--- config.mk ---
export PLATFORM = sky130hd
export DESIGN_NAME = branch_resolution_queue
export DESIGN_NICKNAME = d
export VERILOG_FILES = /design/src/rtl/bpred_pkg.sv /design/src/rtl/bpq_storage.sv /design/src/rtl/branch_resolution_queue.sv
export SDC_FILE = /design/constraint.sdc
export NUM_CORES = 1
export LEC_CHECK = 0
export CAP_MARGIN = 20
export CELL_PAD_IN_SITES_DETAIL_PLACEMENT = 1
export CELL_PAD_IN_SITES_GLOBAL_PLACEMENT = 1
export CORE_MARGIN = 1
export CORE_UTILIZATION = 40
export CTS_CLUSTER_DIAMETER = 40
export DETAILED_ROUTE_END_ITERATION = 6
export PLACE_DENSITY = 0.71
export SLEW_MARGIN = 20
export SYNTH_ARGS = -nofsm -noshare
export SYNTH_HDL_FRONTEND = slang
export SYNTH_SLANG_ARGS = --single-unit
--- constraint.sdc ---
create_clock -name i_Clk -period 7.6 [get_ports i_Clk]
set_clock_uncertainty 0.05 [all_clocks]
set_input_delay 0.76 -clock i_Clk [delete_from_list [all_inputs] [get_ports i_Clk]]
set_output_delay 0.76 -clock i_Clk [all_outputs]
set_load 0.05 [all_outputs]
--- src/rtl/bpred_pkg.sv ---
// rtl/bpred_pkg.sv - shared types and helpers for the branch resolution queue
package bpred_pkg;

  localparam int BPRED_WIDTH_DEFAULT = 10;

  typedef struct packed {
    logic [BPRED_WIDTH_DEFAULT-1:0] index;
    logic                           prediction;
    logic [BPRED_WIDTH_DEFAULT-1:0] ghr_snapshot;
  } bpq_entry_t;

  // GHR as it should have been: pre-branch history shifted with the real outcome.
  function automatic logic [BPRED_WIDTH_DEFAULT-1:0] restore_ghr(
    input logic [BPRED_WIDTH_DEFAULT-1:0] snapshot,
    input logic                           outcome
  );
    return {snapshot[BPRED_WIDTH_DEFAULT-2:0], outcome};
  endfunction

endpackage

--- src/rtl/bpq_storage.sv ---
// rtl/bpq_storage.sv - in-flight branch entry register file, one write port, async read
module bpq_storage
  import bpred_pkg::*;
#(
  parameter int DEPTH     = 4,
  parameter int PTR_WIDTH = 2
) (
  input  logic                 i_Clk,
  input  logic                 i_Wr_En,
  input  logic [PTR_WIDTH-1:0] i_Wr_Ptr,
  input  bpq_entry_t           i_Wr_Data,
  input  logic [PTR_WIDTH-1:0] i_Rd_Ptr,
  output bpq_entry_t           o_Rd_Data
);

  bpq_entry_t mem_q [DEPTH];
  bpq_entry_t mem_d [DEPTH];

  always_comb begin
    mem_d = mem_q;
    if (i_Wr_En) begin
      mem_d[i_Wr_Ptr] = i_Wr_Data;
    end
  end

  // Contents are don't-care after reset, so the array carries no reset.
  always_ff @(posedge i_Clk) begin
    mem_q <= mem_d;
  end

  assign o_Rd_Data = mem_q[i_Rd_Ptr];

endmodule

--- src/rtl/branch_resolution_queue.sv ---
// rtl/branch_resolution_queue.sv - in-order match of DEC predictions against EX outcomes
module branch_resolution_queue
  import bpred_pkg::*;
#(
  parameter int BPRED_WIDTH = BPRED_WIDTH_DEFAULT,
  parameter int DEPTH       = 4,
  parameter int PTR_WIDTH   = 2
) (
  input  logic                   i_Clk,
  input  logic                   i_Reset,
  input  logic                   i_DEC_Is_Branch,
  input  logic [BPRED_WIDTH-1:0] i_Pred_Index,
  input  logic                   i_Prediction,
  input  logic [BPRED_WIDTH-1:0] i_GHR_Snapshot,
  input  logic                   i_ALU_Branch_Valid,
  input  logic                   i_ALU_Branch_Outcome,
  input  logic                   i_Flush,
  output logic                   o_Full,
  output logic                   o_Empty,
  output logic                   o_Update_Valid,
  output logic [BPRED_WIDTH-1:0] o_Resolution_Index,
  output logic                   o_Update_Outcome,
  output logic                   o_Mispredict,
  output logic [BPRED_WIDTH-1:0] o_GHR_Restore,
  output logic                   o_Underflow
);

  localparam logic [PTR_WIDTH:0]   FULL_COUNT = (PTR_WIDTH+1)'(DEPTH);
  localparam logic [PTR_WIDTH:0]   COUNT_ONE  = (PTR_WIDTH+1)'(1);
  localparam logic [PTR_WIDTH-1:0] PTR_ONE    = PTR_WIDTH'(1);

  logic [PTR_WIDTH-1:0]   head_q, head_d, tail_q, tail_d;
  logic [PTR_WIDTH:0]     count_q, count_d;
  logic                   update_valid_q, update_valid_d;
  logic [BPRED_WIDTH-1:0] res_index_q, res_index_d;
  logic                   update_outcome_q, update_outcome_d;
  logic                   mispredict_q, mispredict_d;
  logic [BPRED_WIDTH-1:0] ghr_restore_q, ghr_restore_d;
  logic                   underflow_q, underflow_d;

  logic       pop_accept, push_accept, mispredict_now, flush_now;
  bpq_entry_t wr_entry, head_entry;

  assign o_Full  = (count_q == FULL_COUNT);
  assign o_Empty = (count_q == '0);

  assign wr_entry = '{index: i_Pred_Index, prediction: i_Prediction, ghr_snapshot: i_GHR_Snapshot};

  bpq_storage #(
    .DEPTH     (DEPTH),
    .PTR_WIDTH (PTR_WIDTH)
  ) u_storage (
    .i_Clk     (i_Clk),
    .i_Wr_En   (push_accept),
    .i_Wr_Ptr  (tail_q),
    .i_Wr_Data (wr_entry),
    .i_Rd_Ptr  (head_q),
    .o_Rd_Data (head_entry)
  );

  always_comb begin
    pop_accept     = i_ALU_Branch_Valid && !o_Empty;
    mispredict_now = pop_accept && (head_entry.prediction != i_ALU_Branch_Outcome);
    // A mispredict discards everything younger, exactly like an external flush.
    flush_now      = i_Flush || mispredict_now;
    push_accept    = i_DEC_Is_Branch && (!o_Full || pop_accept) && !flush_now;

    head_d  = head_q;
    tail_d  = tail_q;
    count_d = count_q;
    if (flush_now) begin
      head_d  = '0;
      tail_d  = '0;
      count_d = '0;
    end else begin
      if (pop_accept)  head_d = head_q + PTR_ONE;
      if (push_accept) tail_d = tail_q + PTR_ONE;
      unique case ({push_accept, pop_accept})
        2'b10:   count_d = count_q + COUNT_ONE;
        2'b01:   count_d = count_q - COUNT_ONE;
        default: count_d = count_q;
      endcase
    end

    underflow_d      = underflow_q || (i_ALU_Branch_Valid && o_Empty);
    update_valid_d   = pop_accept;
    res_index_d      = pop_accept ? head_entry.index : res_index_q;
    update_outcome_d = pop_accept ? i_ALU_Branch_Outcome : update_outcome_q;
    mispredict_d     = mispredict_now;
    ghr_restore_d    = mispredict_now ? restore_ghr(head_entry.ghr_snapshot, i_ALU_Branch_Outcome)
                                      : ghr_restore_q;
  end

  always_ff @(posedge i_Clk) begin
    if (i_Reset) begin
      head_q           <= '0;
      tail_q           <= '0;
      count_q          <= '0;
      update_valid_q   <= 1'b0;
      res_index_q      <= '0;
      update_outcome_q <= 1'b0;
      mispredict_q     <= 1'b0;
      ghr_restore_q    <= '0;
      underflow_q      <= 1'b0;
    end else begin
      head_q           <= head_d;
      tail_q           <= tail_d;
      count_q          <= count_d;
      update_valid_q   <= update_valid_d;
      res_index_q      <= res_index_d;
      update_outcome_q <= update_outcome_d;
      mispredict_q     <= mispredict_d;
      ghr_restore_q    <= ghr_restore_d;
      underflow_q      <= underflow_d;
    end
  end

  assign o_Update_Valid     = update_valid_q;
  assign o_Resolution_Index = res_index_q;
  assign o_Update_Outcome   = update_outcome_q;
  assign o_Mispredict       = mispredict_q;
  assign o_GHR_Restore      = ghr_restore_q;
  assign o_Underflow        = underflow_q;

endmodule

==> results of run 1 <==
worst max-delay path: cells and delay by family:
family	cells	cell delay [ns]
buffers and inverters	5	1.60
AOI/OAI and AO/OA	2	0.25
adders and majority gates	2	0.55
and+or+nand+nor	2	0.18
xor gates and xnor gates	2	0.29
how the worst max path moves through the flow:
stage	start	to	cells after the start
floorplan	head_q[0]$_SDFFE_PP0P_	count_q[2]$_SDFFE_PP0P_	11
global placement	i_ALU_Branch_Valid	u_storage.mem_q[81]$_DFFE_PP_	6
detailed placement	i_ALU_Branch_Valid	u_storage.mem_q[60]$_DFFE_PP_	6
CTS	i_ALU_Branch_Valid	u_storage.mem_q[46]$_DFFE_PP_	6
global route	i_ALU_Branch_Valid	count_q[2]$_SDFFE_PP0P_	13
finish	i_ALU_Branch_Valid	count_q[2]$_SDFFE_PP0P_	13
routing by layer:
layer  track usage (%)  vias up
met2              24.9       44
li1                  -     1070
met5                 0        -
met1              20.5     1146
met4              6.43        0
met3              3.57       10
cells in the mapped netlist (3+ instances only):
master | instances | area, um^2
clkbuf_1 | 10 | 37.5
nand2_1 | 25 | 93.8
ha_1 | 5 | 62.6
buf_2 | 3 | 15.0
nor3_1 | 10 | 50.1
nor2_1 | 6 | 22.5
dfxtp_1 | 31 | 621
o21ai_1 | 10 | 50.1
mux4_2 | 19 | 428
and2_1 | 4 | 25.0
nand3_1 | 9 | 45.0
xor2_1 | 3 | 26.3
xnor2_1 | 4 | 35.0
inv_1 | 7 | 26.3
a21oi_1 | 23 | 115
edfxtp_1 | 80 | 2400
power groups by stage:
stage | clock network [mW] | registers [mW] | logic [mW]
2_1_floorplan | 0 | 0.687 | 0.0309
3_3_place_gp | 0 | 0.677 | 0.0730
3_5_place_dp | 0 | 0.678 | 0.0744
4_1_cts | 0.388 | 0.664 | 0.0746
5_1_grt | 0.412 | 0.665 | 0.0796
6_report | 0.379 | 0.664 | 0.0737
through the flow:
stage                     instance area, um^2  power (mW)
after global placement                   4840       0.750
after detailed placement                 4840       0.752
after floorplan                          4190       0.718
after global routing                     5060        1.16
after CTS                                5050        1.13
final                                    5060        1.12
flip-flops by register name, summed over array words and instances (netlist names):
register            flops
o_Update_Outcome        1
tail_q                  2
u_storage.mem_q        80
o_GHR_Restore          10
o_Update_Valid          1
head_q                  2
o_Mispredict            1
o_Resolution_Index     10
count_q                 3
o_Underflow             1
cells by family after synthesis:
family	synth area share, %
flops	72.2
mux	11.1
fa+ha+maj	1.97
compound gates	5.11
simple gates	5.80
buf+inv	1.97
xor+xnor	1.85
layout make-up:
type / instances / area (um^2) / share of cell area (%)
inverters: 8 / 30.0 / 0.594
multi-input cells: 126 / 1090 / 21.6
repair buffers: 54 / 533 / 10.5
flip-flops and latches: 111 / 3020 / 59.8
well taps: 133 / 166 / 3.29
clock inverters: 5 / 81.3 / 1.61
clock buffers: 11 / 131 / 2.60
==> key figures, run 1 <==
STA
  – Least-Margin Pin Slew: 1.04 ns
  – Crit path time final: 3.46 ns
  – Fin Setup TNS: 0 ns
  – Max Slew Vio Count: 0
  – Setup WS post-layout: 4.14 ns
  – Worst hold margin: 0.412 ns
  – Final cycle utilization of the critical path: 45.6%
  – Fin. Hold Viols: 0
  – FMAX: 0.289 GHz
  – Unrepaired setup endpoints after global routing: false
  – Relative max-transition margin: 30.8%
  – Final Setup Violations: 0

Critical path
  – Reg2reg start: head_q[0]$_SDFFE_PP0P_
  – FF-to-FF setup slack: 4.30 ns
  – Critical path arrival: 3.65 ns
  – Worst setup SP type: primary input
  – Worst endpoint required time: 7.79 ns
  – Worst path cell trace: clkdlybuf4s50_1 -> o31ai_4 -> buf_4 -> inv_1 -> a211oi_4 -> inv_1 -> ha_1 -> inv_1 -> fa_1 -> xor2_1 -> nor2_1 -> xnor2_1 -> nor3_1
  – Largest stage delay, worst path: 0.65 ns
  – Crit path kind: in -> reg
  – Critical-path maximum fanout: 25
  – Reg2Reg Depth: 12
  – Crit-path most repeated cell: inv_1
  – Worst Setup End Kind: register
  – FF-to-FF End: count_q[2]$_SDFFE_PP0P_
  – Highest-delay cell along the critical path: inv_1

Detailed routing
  – Post-route ant nets: 0
  – Drt drc: 0
  – DRT met1 WL: 3680 um
  – Drt first pass iters: 4
  – Via count: 2270
  – Top sig layer: met4
  – Met3 WL post-DR: 275 um
  – WL/cell: 17.7 um
  – Detail Route met2 WL: 3830 um
  – Iteration-0 DRC Markers: 105
  – DR vias/cell: 5.07
  – Routed WL: 7910 um

Placed design
  – Post-DP HPWL: 4980 um
  – Pre-CTS WS: 3.61 ns
  – Routability-driven placement congestion ratio: 0.693
  – Port bufs: 51
  – Post-Place Cells: 432

Pwr
  – Seq pwr share: 59.4%
  – PwrDens: 221 nW/um^2
  – Comb power frac: 6.6%
  – Internal power: 876 uW
  – VDD IR max: 0.120 mV
  – Share of power burned in the clock network: 34.0%
  – Switching share of total power: 21.5%
  – Leakage: 1.56 nW
  – Psw: 240 uW

Min path
  – Cell depth of the worst hold path: 2
  – Worst hold path startpoint: o_Resolution_Index[7]$_SDFFE_PP0P_
  – WHS Endpoint: o_Resolution_Index[7]$_SDFFE_PP0P_
  – Hold Crit Class: reg -> reg

Synthesis
  – Post-synth EDFFs: 80
  – FFs w/ async S/R, synth: 0%
  – Syn_nets: 291
  – Post-synthesis cell type count: 25
  – Synth Area per Inst: 16.2 um^2
  – Synthesized flop and latch total: 111
  – Synth Warn #: 0
  – Syn Std Cell Area: 4190 um^2
  – Main synth FF type: edfxtp_1
  – Sequential share of the synthesized area: 72.2%
  – Cells after Synth: 258

Clock tree
  – CTS sink count: 111
  – CTS H-tree lvls: 3
  – TritonCTS clock tree: built
  – Clock Path Buffers: 2
  – Post-CTS Setup Inserts: 0
  – TritonCTS buffer count: 9
  – Root buf cell: clkbuf_8
  – Worst-skew pair later-pin latency: 0.36 ns
  – CTS Hold Bufs: 0
  – CTS resizes: 0
  – Clk slew on worst S/H paths: 0.09 ns

Final layout
  – Post-layout nets: 343
  – Commonest non-fill, non-tap cell in the layout: edfxtp_1
  – Fill cells: 948
  – Final Core Density: 50.8%
  – Fraction of layout cells with a size suffix above 1: 14.0%
  – Area grow syn2layout: 20.8%
  – Commonest cells after routing, fill and taps aside: edfxtp_1 (80), clkdlybuf4s50_1 (51), dfxtp_1 (31)
  – Final Non-Filler Cells: 448
  – Diodes inserted: 0

GRT
  – Largest net degree at the start of global routing: 26
  – First-pass GRT wire length: 12700 um
  – Overflow left after global routing: 0
  – Initial antenna violation count: 0
  – Vias in the first global route: 2390
  – GRT Total Usage: 15.6%

Floorplanning
  – # rows: 36
  – Die width: 104 um
  – Die area: 10900 um^2
  – Die height: 104 um
  – Initial Utilization: 42.1%
  – Core ar.: 9950 um^2
  – IO Count: 53

Outcome
  – Status: finished, final reports clean

Job
  – Max Cap Viol: 0
Note: power is estimated with default switching activity, not from simulation.
==> run 2, diff against run 1 <==
--- a/config.mk
+++ b/config.mk
@@ -12,7 +12,7 @@
 export CORE_UTILIZATION = 40
 export CTS_CLUSTER_DIAMETER = 40
 export DETAILED_ROUTE_END_ITERATION = 6
-export PLACE_DENSITY = 0.71
+export PLACE_DENSITY = 0.74
 export SLEW_MARGIN = 20
 export SYNTH_ARGS = -nofsm -noshare
 export SYNTH_HDL_FRONTEND = slang
==> constraint.sdc (replaced) <==
create_clock -name i_Clk -period 2.95 [get_ports i_Clk]
set_clock_uncertainty 0.05 [all_clocks]
set_input_delay 0.295 -clock i_Clk [delete_from_list [all_inputs] [get_ports i_Clk]]
set_output_delay 0.295 -clock i_Clk [all_outputs]
set_load 0.05 [all_outputs]
==> run 2 against run 1 <==
Via count grew 3.8%. Count of clock-buffer cells in the layout rose by 3. Combinational power grew to 2.8 times the previous value. Core utilization is 0.52 points higher. Clock power rose by 120%. Register-to-register slack worse by 4.0 ns. Die area stayed put. Sequential cell count unchanged. Cell count increased by 2.7%.
==> key figures, run 2 (synthesis gave the netlist of run 1 again) <==
Placed design
  – Post-Place Cells: 444 (+2.8%)
  – Pre-CTS WS: 0.237 ns (-3.38 ns)
  – Port bufs: 51 (unchanged)
  – Routability-driven placement congestion ratio: 0.697 (+0.53%)
  – Post-DP HPWL: 5710 um (+15%)
  – Area after DPL: 4930 um^2 (+1.9%)

Clock tree
  – CTS sink count: 111 (unchanged)
  – CTS H-tree lvls: 3 (unchanged)
  – Clk slew on worst S/H paths: 0.10 ns (about the same)
  – Root buf cell: clkbuf_8
  – Clock Path Buffers: 2 (unchanged)
  – Post-CTS Setup Inserts: 0 (unchanged)
  – CTS Hold Bufs: 0 (unchanged)
  – TritonCTS buffer count: 9 (unchanged)
  – Worst-skew pair later-pin latency: 0.37 ns (about the same)
  – TritonCTS clock tree: built

Pwr
  – VDD IR max: 0.234 mV (+95%)
  – Leakage: 1.60 nW (+2.5%)
  – Comb power frac: 7.4% (+0.8 points)
  – Psw: 617 uW (+160%)
  – Final Power: 2.76 mW (+150%)
  – Share of power burned in the clock network: 30.6% (-3.4 points)
  – Seq pwr share: 62.0% (+2.6 points)
  – Internal power: 2.14 mW (+140%)
  – PwrDens: 539 nW/um^2 (+140%)
  – Switching share of total power: 22.4% (+0.85 points)

Critical path
  – Critical path arrival: 2.92 ns (-0.73 ns)
  – Highest-delay cell along the critical path: mux4_2
  – Crit path kind: reg -> reg
  – Critical-path maximum fanout: 5 (-80%)
  – Worst endpoint required time: 3.19 ns (-4.60 ns)
  – Reg2reg start: head_q[0]$_SDFFE_PP0P_
  – Crit-path most repeated cell: inv_1
  – Largest stage delay, worst path: 0.61 ns (-0.04 ns)
  – Worst path cell trace: mux4_2 -> xor2_2 -> a211oi_4 -> inv_1 -> ha_1 -> inv_1 -> fa_1 -> nor2_1 -> a21oi_1 -> nor3_1
  – FF-to-FF setup slack: 0.27 ns (-4.03 ns)
  – Critical Path Start: head_q[0]$_SDFFE_PP0P_
  – FF-to-FF End: count_q[1]$_SDFFE_PP0P_
  – Reg2Reg Depth: 10 (-2)
  – Worst Setup End Kind: register
  – Crit path buffers/inverters: 2 (-3)
  – Top Family by Delay on Critical Path: multiplexers
  – Worst setup SP type: register

Final layout
  – Final Core Density: 51.3% (+0.52 points)
  – Fill cells: 960 (+1.3%)
  – Area grow syn2layout: 22.1%
  – Diodes inserted: 0 (unchanged)
  – Biggest register: u_storage.mem_q
  – Post-layout nets: 355 (+3.5%)
  – Final Non-Filler Cells: 460 (+2.7%)
  – Cell area after layout: 5110 um^2 (+1.0%)
  – Commonest cells after routing, fill and taps aside: edfxtp_1 (80), clkdlybuf4s50_1 (51), dfxtp_1 (31)
  – Multi-input logic area: 1090 um^2 (-0.34%)
  – Area occupied by registers: 3020 um^2 (unchanged)
  – Max reg flops: 80 (unchanged)
  – Fraction of layout cells with a size suffix above 1: 15.9% (+1.9 points)
  – Commonest non-fill, non-tap cell in the layout: edfxtp_1

STA
  – Crit path time final: 2.68 ns
  – Setup WS post-layout: 0.271 ns (-3.86 ns)
  – Final cycle utilization of the critical path: 90.8%
  – Worst hold margin: 0.416 ns (+0.00435 ns)
  – FMAX: 0.373 GHz
  – Max Slew Vio Count: 0 (unchanged)
  – Fin Setup TNS: 0 ns (unchanged)
  – Relative max-transition margin: 64.8% (+34 points)
  – Unrepaired setup endpoints after global routing: false
  – Fin. Hold Viols: 0 (unchanged)
  – Final Setup Violations: 0 (unchanged)
  – Least-Margin Pin Slew: 0.527 ns (-0.511 ns)

Detailed routing
  – DR vias/cell: 5.12 (+1.1%)
  – Drt drc: 0 (unchanged)
  – Routed WL: 8670 um (+9.6%)
  – Post-route ant nets: 0 (unchanged)
  – Drt first pass iters: 4 (unchanged)
  – Iteration-0 DRC Markers: 72 (-31%)
  – WL/cell: 18.8 um (+6.7%)
  – Via count: 2356 (+3.8%)

Min path
  – WHS Endpoint: o_Resolution_Index[2]$_SDFFE_PP0P_
  – Worst hold path startpoint: o_Resolution_Index[2]$_SDFFE_PP0P_
  – Hold Crit Class: reg -> reg
  – Cell depth of the worst hold path: 2 (unchanged)

Floorplanning
  – # rows: 36 (unchanged)
  – Die area: 10900 um^2 (unchanged)
  – Die height: 104 um (unchanged)
  – IO Count: 53 (unchanged)
  – Core ar.: 9950 um^2 (unchanged)
  – Initial Utilization: 42.1% (unchanged)
  – Die width: 104 um (unchanged)

Job
  – Max Cap Viol: 0 (unchanged)

GRT
  – First-pass GRT wire length: 14000 um (+10%)
  – Largest net degree at the start of global routing: 25 (-3.8%)
  – GRT Total Usage: 17.3% (+1.7 points)
  – Overflow left after global routing: 0 (unchanged)
  – Initial antenna violation count: 0 (unchanged)
  – Vias in the first global route: 2545 (+6.5%)

Outcome
  – Status: finished, final reports clean
-- run 2: changes by cell type in the layout (fill, tap and decap cells not counted), sizes merged --
cell / delta
clkbuf: +3
bufinv: -2
clkinv: -1
buf: +12
clkinvlp: +1
inv: -1
-- run 2: power groups by stage --
stage / Sequential, mW / Clock (mW) / Combinational [mW]
finish: 1.71 / 0.844 / 0.203
CTS: 1.71 / 0.863 / 0.205
floorplan: 1.77 / 0 / 0.0797
global route: 1.71 / 0.921 / 0.218
global placement: 1.74 / 0 / 0.197
detailed placement: 1.75 / 0 / 0.204
-- run 2: metal layers --
| layer | track usage, % | share of wire, % | vias to the layer above | wire (um) |
|---|---|---|---|---|
| li1 | - | - | 1095 | - |
| met3 | 2.57 | 3.8 | 11 | 330 |
| met2 | 28.8 | 50 | 51 | 4360 |
| met1 | 22.2 | 44 | 1199 | 3800 |
| met4 | 8.57 | 2.1 | 0 | 181 |
| met5 | 0 | 0 | - | 0 |
-- run 2: area by class of cell --
type	count	share of cell area (%)
Timing Repair Buffer	66	12.2
Multi-Input combinational cell	126	21.3
Tap cell	133	3.26
Sequential cell	111	59.2
Inverter	8	0.588
Clock buffer	14	3.18
Clock inverter	2	0.294
-- run 2: worst max path at each step --
stage	endpoint	slack, ns	depth (start not counted)
3_5_place_dp	count_q[2]$_SDFFE_PP0P_	0.24	11
2_1_floorplan	count_q[2]$_SDFFE_PP0P_	0.27	11
3_3_place_gp	count_q[2]$_SDFFE_PP0P_	0.37	11
5_1_grt	count_q[2]$_SDFFE_PP0P_	0.02	11
6_report	count_q[1]$_SDFFE_PP0P_	0.27	10
4_1_cts	count_q[2]$_SDFFE_PP0P_	0.21	11
-- run 2: worst reg2reg max path: stages, from the launching register on --
cell,delay [ns]
dfxtp_1,0.39
mux4_2,0.61
xor2_2,0.20
a211oi_4,0.30
inv_1,0.08
ha_1,0.21
inv_1,0.08
fa_1,0.40
nor2_1,0.10
a21oi_1,0.05
nor3_1,0.14
-- run 2: timing repair --
action | in CTS | in global routing
resized for setup | 0 | 0
hold endpoints to repair | 0 | 0
endpoints found under the setup margin | 0 | 1
==> run 3, diff against run 2 <==
--- a/config.mk
+++ b/config.mk
@@ -9,10 +9,10 @@
 export CELL_PAD_IN_SITES_DETAIL_PLACEMENT = 1
 export CELL_PAD_IN_SITES_GLOBAL_PLACEMENT = 1
 export CORE_MARGIN = 1
-export CORE_UTILIZATION = 40
+export CORE_UTILIZATION = 41
 export CTS_CLUSTER_DIAMETER = 40
 export DETAILED_ROUTE_END_ITERATION = 6
-export PLACE_DENSITY = 0.74
+export PLACE_DENSITY = 0.75
 export SLEW_MARGIN = 20
 export SYNTH_ARGS = -nofsm -noshare
 export SYNTH_HDL_FRONTEND = slang
==> run 3 against run 2 <==
Sequential power hardly changed. Hold slack lost 0.0064 ns. Via count is 1.0% lower. Count of clock-buffer cells in the layout grew 1. Combinational power is essentially flat. Highest routed layer unchanged.
==> key figures, run 3 (synthesis gave the netlist of run 1 again) <==
STA
  – Fin Setup TNS: 0 ns (unchanged)
  – Crit path time final: 2.65 ns (-0.0293 ns)
  – Relative max-transition margin: 63.1% (-1.6 points)
  – Final Setup Violations: 0 (unchanged)
  – Least-Margin Pin Slew: 0.552 ns (+0.0246 ns)
  – Fin. Hold Viols: 0 (unchanged)
  – Unrepaired setup endpoints after global routing: false
  – Final cycle utilization of the critical path: 89.8% (-0.99 points)
  – Max Slew Vio Count: 0 (unchanged)
  – FMAX: 0.377 GHz (+1.1%)

Clock tree
  – TritonCTS buffer count: 9 (unchanged)
  – TritonCTS clock tree: built
  – Post-CTS Setup Inserts: 0 (unchanged)
  – CTS Hold Bufs: 0 (unchanged)
  – Root buf cell: clkbuf_8
  – CTS resizes: 0 (unchanged)
  – Clk slew on worst S/H paths: 0.10 ns (about the same)
  – Worst-skew pair later-pin latency: 0.36 ns (about the same)
  – CTS sink count: 111 (unchanged)
  – Clock Path Buffers: 2 (unchanged)
  – CTS H-tree lvls: 3 (unchanged)

Final layout
  – Post-layout nets: 356 (+0.28%)
  – Max reg flops: 80 (unchanged)
  – Diodes inserted: 0 (unchanged)
  – Biggest register: u_storage.mem_q
  – Fraction of layout cells with a size suffix above 1: 16.2% (+0.26 points)
  – Commonest cells after routing, fill and taps aside: edfxtp_1 (80), clkdlybuf4s50_1 (51), dfxtp_1 (31)
  – Final Core Density: 52.4% (+1.1 points)
  – Area grow syn2layout: 22.9%
  – Commonest non-fill, non-tap cell in the layout: edfxtp_1

Pwr
  – Switching share of total power: 21.2% (-1.1 points)
  – Internal power: 2.22 mW (+3.7%)
  – Seq pwr share: 60.7% (-1.3 points)
  – Leakage: 1.63 nW (+1.4%)
  – Comb power frac: 7.1% (-0.3 points)
  – Share of power burned in the clock network: 32.1% (+1.5 points)
  – Psw: 598 uW (-3.0%)
  – VDD IR max: 0.251 mV (+7.4%)
  – PwrDens: 548 nW/um^2 (+1.5%)

Min path
  – WHS Endpoint: o_Update_Outcome$_SDFFE_PP0P_
  – Cell depth of the worst hold path: 2 (unchanged)
  – Worst hold path startpoint: o_Update_Outcome$_SDFFE_PP0P_
  – Hold Crit Class: reg -> reg

Detailed routing
  – Iteration-0 DRC Markers: 116 (+61%)
  – DR vias/cell: 5.06 (-1.2%)
  – Post-route ant nets: 0 (unchanged)
  – Routed WL: 8350 um (-3.6%)
  – Drt first pass iters: 4 (unchanged)
  – WL/cell: 18.1 um (-3.8%)
  – Via count: 2332 (-1.0%)
  – Drt drc: 0 (unchanged)

Critical path
  – Crit path kind: reg -> reg
  – FF-to-FF setup slack: 0.30 ns (+0.03 ns)
  – Reg2reg start: head_q[0]$_SDFFE_PP0P_
  – Critical-path maximum fanout: 5 (unchanged)
  – Reg2Reg Depth: 10 (unchanged)
  – Worst endpoint required time: 3.19 ns (about the same)
  – FF-to-FF End: count_q[1]$_SDFFE_PP0P_
  – Crit-path most repeated cell: inv_1
  – Largest stage delay, worst path: 0.58 ns (-0.03 ns)
  – Worst setup SP type: register
  – Worst Setup End Kind: register
  – Highest-delay cell along the critical path: mux4_2
  – Worst path cell trace: mux4_2 -> xor2_2 -> a211oi_4 -> inv_1 -> ha_1 -> inv_1 -> fa_1 -> nor2_1 -> a21oi_1 -> nor3_1
  – Critical path arrival: 2.89 ns (-0.03 ns)

GRT
  – Largest net degree at the start of global routing: 25 (unchanged)
  – Initial antenna violation count: 0 (unchanged)
  – Vias in the first global route: 2511 (-1.3%)
  – GRT Total Usage: 17.5% (+0.15 points)
  – Overflow left after global routing: 0 (unchanged)
  – First-pass GRT wire length: 13300 um (-4.8%)

Floorplanning
  – Core ar.: 9820 um^2 (-1.4%)
  – Die width: 103 um (-1.2%)
  – Die height: 103 um (-1.2%)
  – Die area: 10600 um^2 (-2.4%)
  – Initial Utilization: 42.6% (+0.58 points)
  – # rows: 36 (unchanged)
  – IO Count: 53 (unchanged)

Job
  – Max Cap Viol: 0 (unchanged)

Placed design
  – Post-DP HPWL: 5510 um (-3.6%)
  – Routability-driven placement congestion ratio: 0.701 (+0.60%)
  – Port bufs: 51 (unchanged)

Outcome
  – Status: finished, final reports clean
-- run 3: cell count changes in the layout (fill, tap and decap cells not counted), sizes merged --
| cell | change |
|---|---|
| clkbuf | +1 |
| buf | +1 |
| clkinvlp | -1 |
-- run 3: worst max-delay path by stage --
stage	cells after the start	from	slack (ns)	to
floorplan	11	head_q[0]$_SDFFE_PP0P_	0.27	count_q[2]$_SDFFE_PP0P_
global placement	10	head_q[0]$_SDFFE_PP0P_	0.40	count_q[1]$_SDFFE_PP0P_
detailed placement	10	head_q[0]$_SDFFE_PP0P_	0.30	count_q[1]$_SDFFE_PP0P_
CTS	10	head_q[0]$_SDFFE_PP0P_	0.28	count_q[1]$_SDFFE_PP0P_
global route	11	head_q[0]$_SDFFE_PP0P_	0.14	count_q[2]$_SDFFE_PP0P_
finish	10	head_q[0]$_SDFFE_PP0P_	0.30	count_q[1]$_SDFFE_PP0P_
-- run 3: cell type report --
type	instances	area [um^2]
fillers	991	4670
flip-flops and latches	111	3020
multi-input cells	126	1090
repair buffers	67	631
clock buffers	15	199
well taps	133	166
inverters	8	30.0
clock inverters	1	7.51
-- run 3: metal layers --
metal  global-route usage (%)  part of all wire (%)
met4                     5.20                  0.60
met3                     4.14                   3.9
met1                     23.4                    45
met5                        0                     0
met2                     28.6                    50
-- run 3: per-stage QoR --
step | std cells | area (um^2) | setup WS (ns) | hold WS (ns) | power (mW)
after floorplan | 258 | 4190 | 0.273 | 0.344 | 1.85
after CTS | 461 | 5150 | 0.283 | 0.414 | 2.85
after global placement | 445 | 4940 | 0.398 | 0.394 | 1.94
final | 461 | 5150 | 0.300 | 0.410 | 2.82
after detailed placement | 445 | 4940 | 0.297 | 0.401 | 1.95
after global routing | 461 | 5150 | 0.143 | 0.440 | 2.92
-- run 3: power groups by stage --
stage	Sequential [mW]	Clock (mW)	Combinational, mW
after floorplan	1.77	0	0.0797
after global placement	1.74	0	0.196
after detailed placement	1.75	0	0.203
after CTS	1.71	0.938	0.205
after global routing	1.71	0.987	0.218
final	1.71	0.906	0.201
-- run 3: critical path, delay by kind of cell, from the launching register on --
| kind | cells | cell delay, ns |
|---|---|---|
| adder cells (fa/ha/maj) | 2 | 0.62 |
| multiplexers | 1 | 0.58 |
| AO/OA/AOI/OAI | 2 | 0.37 |
| flip-flops | 1 | 0.36 |
| AND/OR/NAND/NOR | 2 | 0.25 |
| XOR/XNOR | 1 | 0.19 |
| buffers and inverters | 2 | 0.15 |
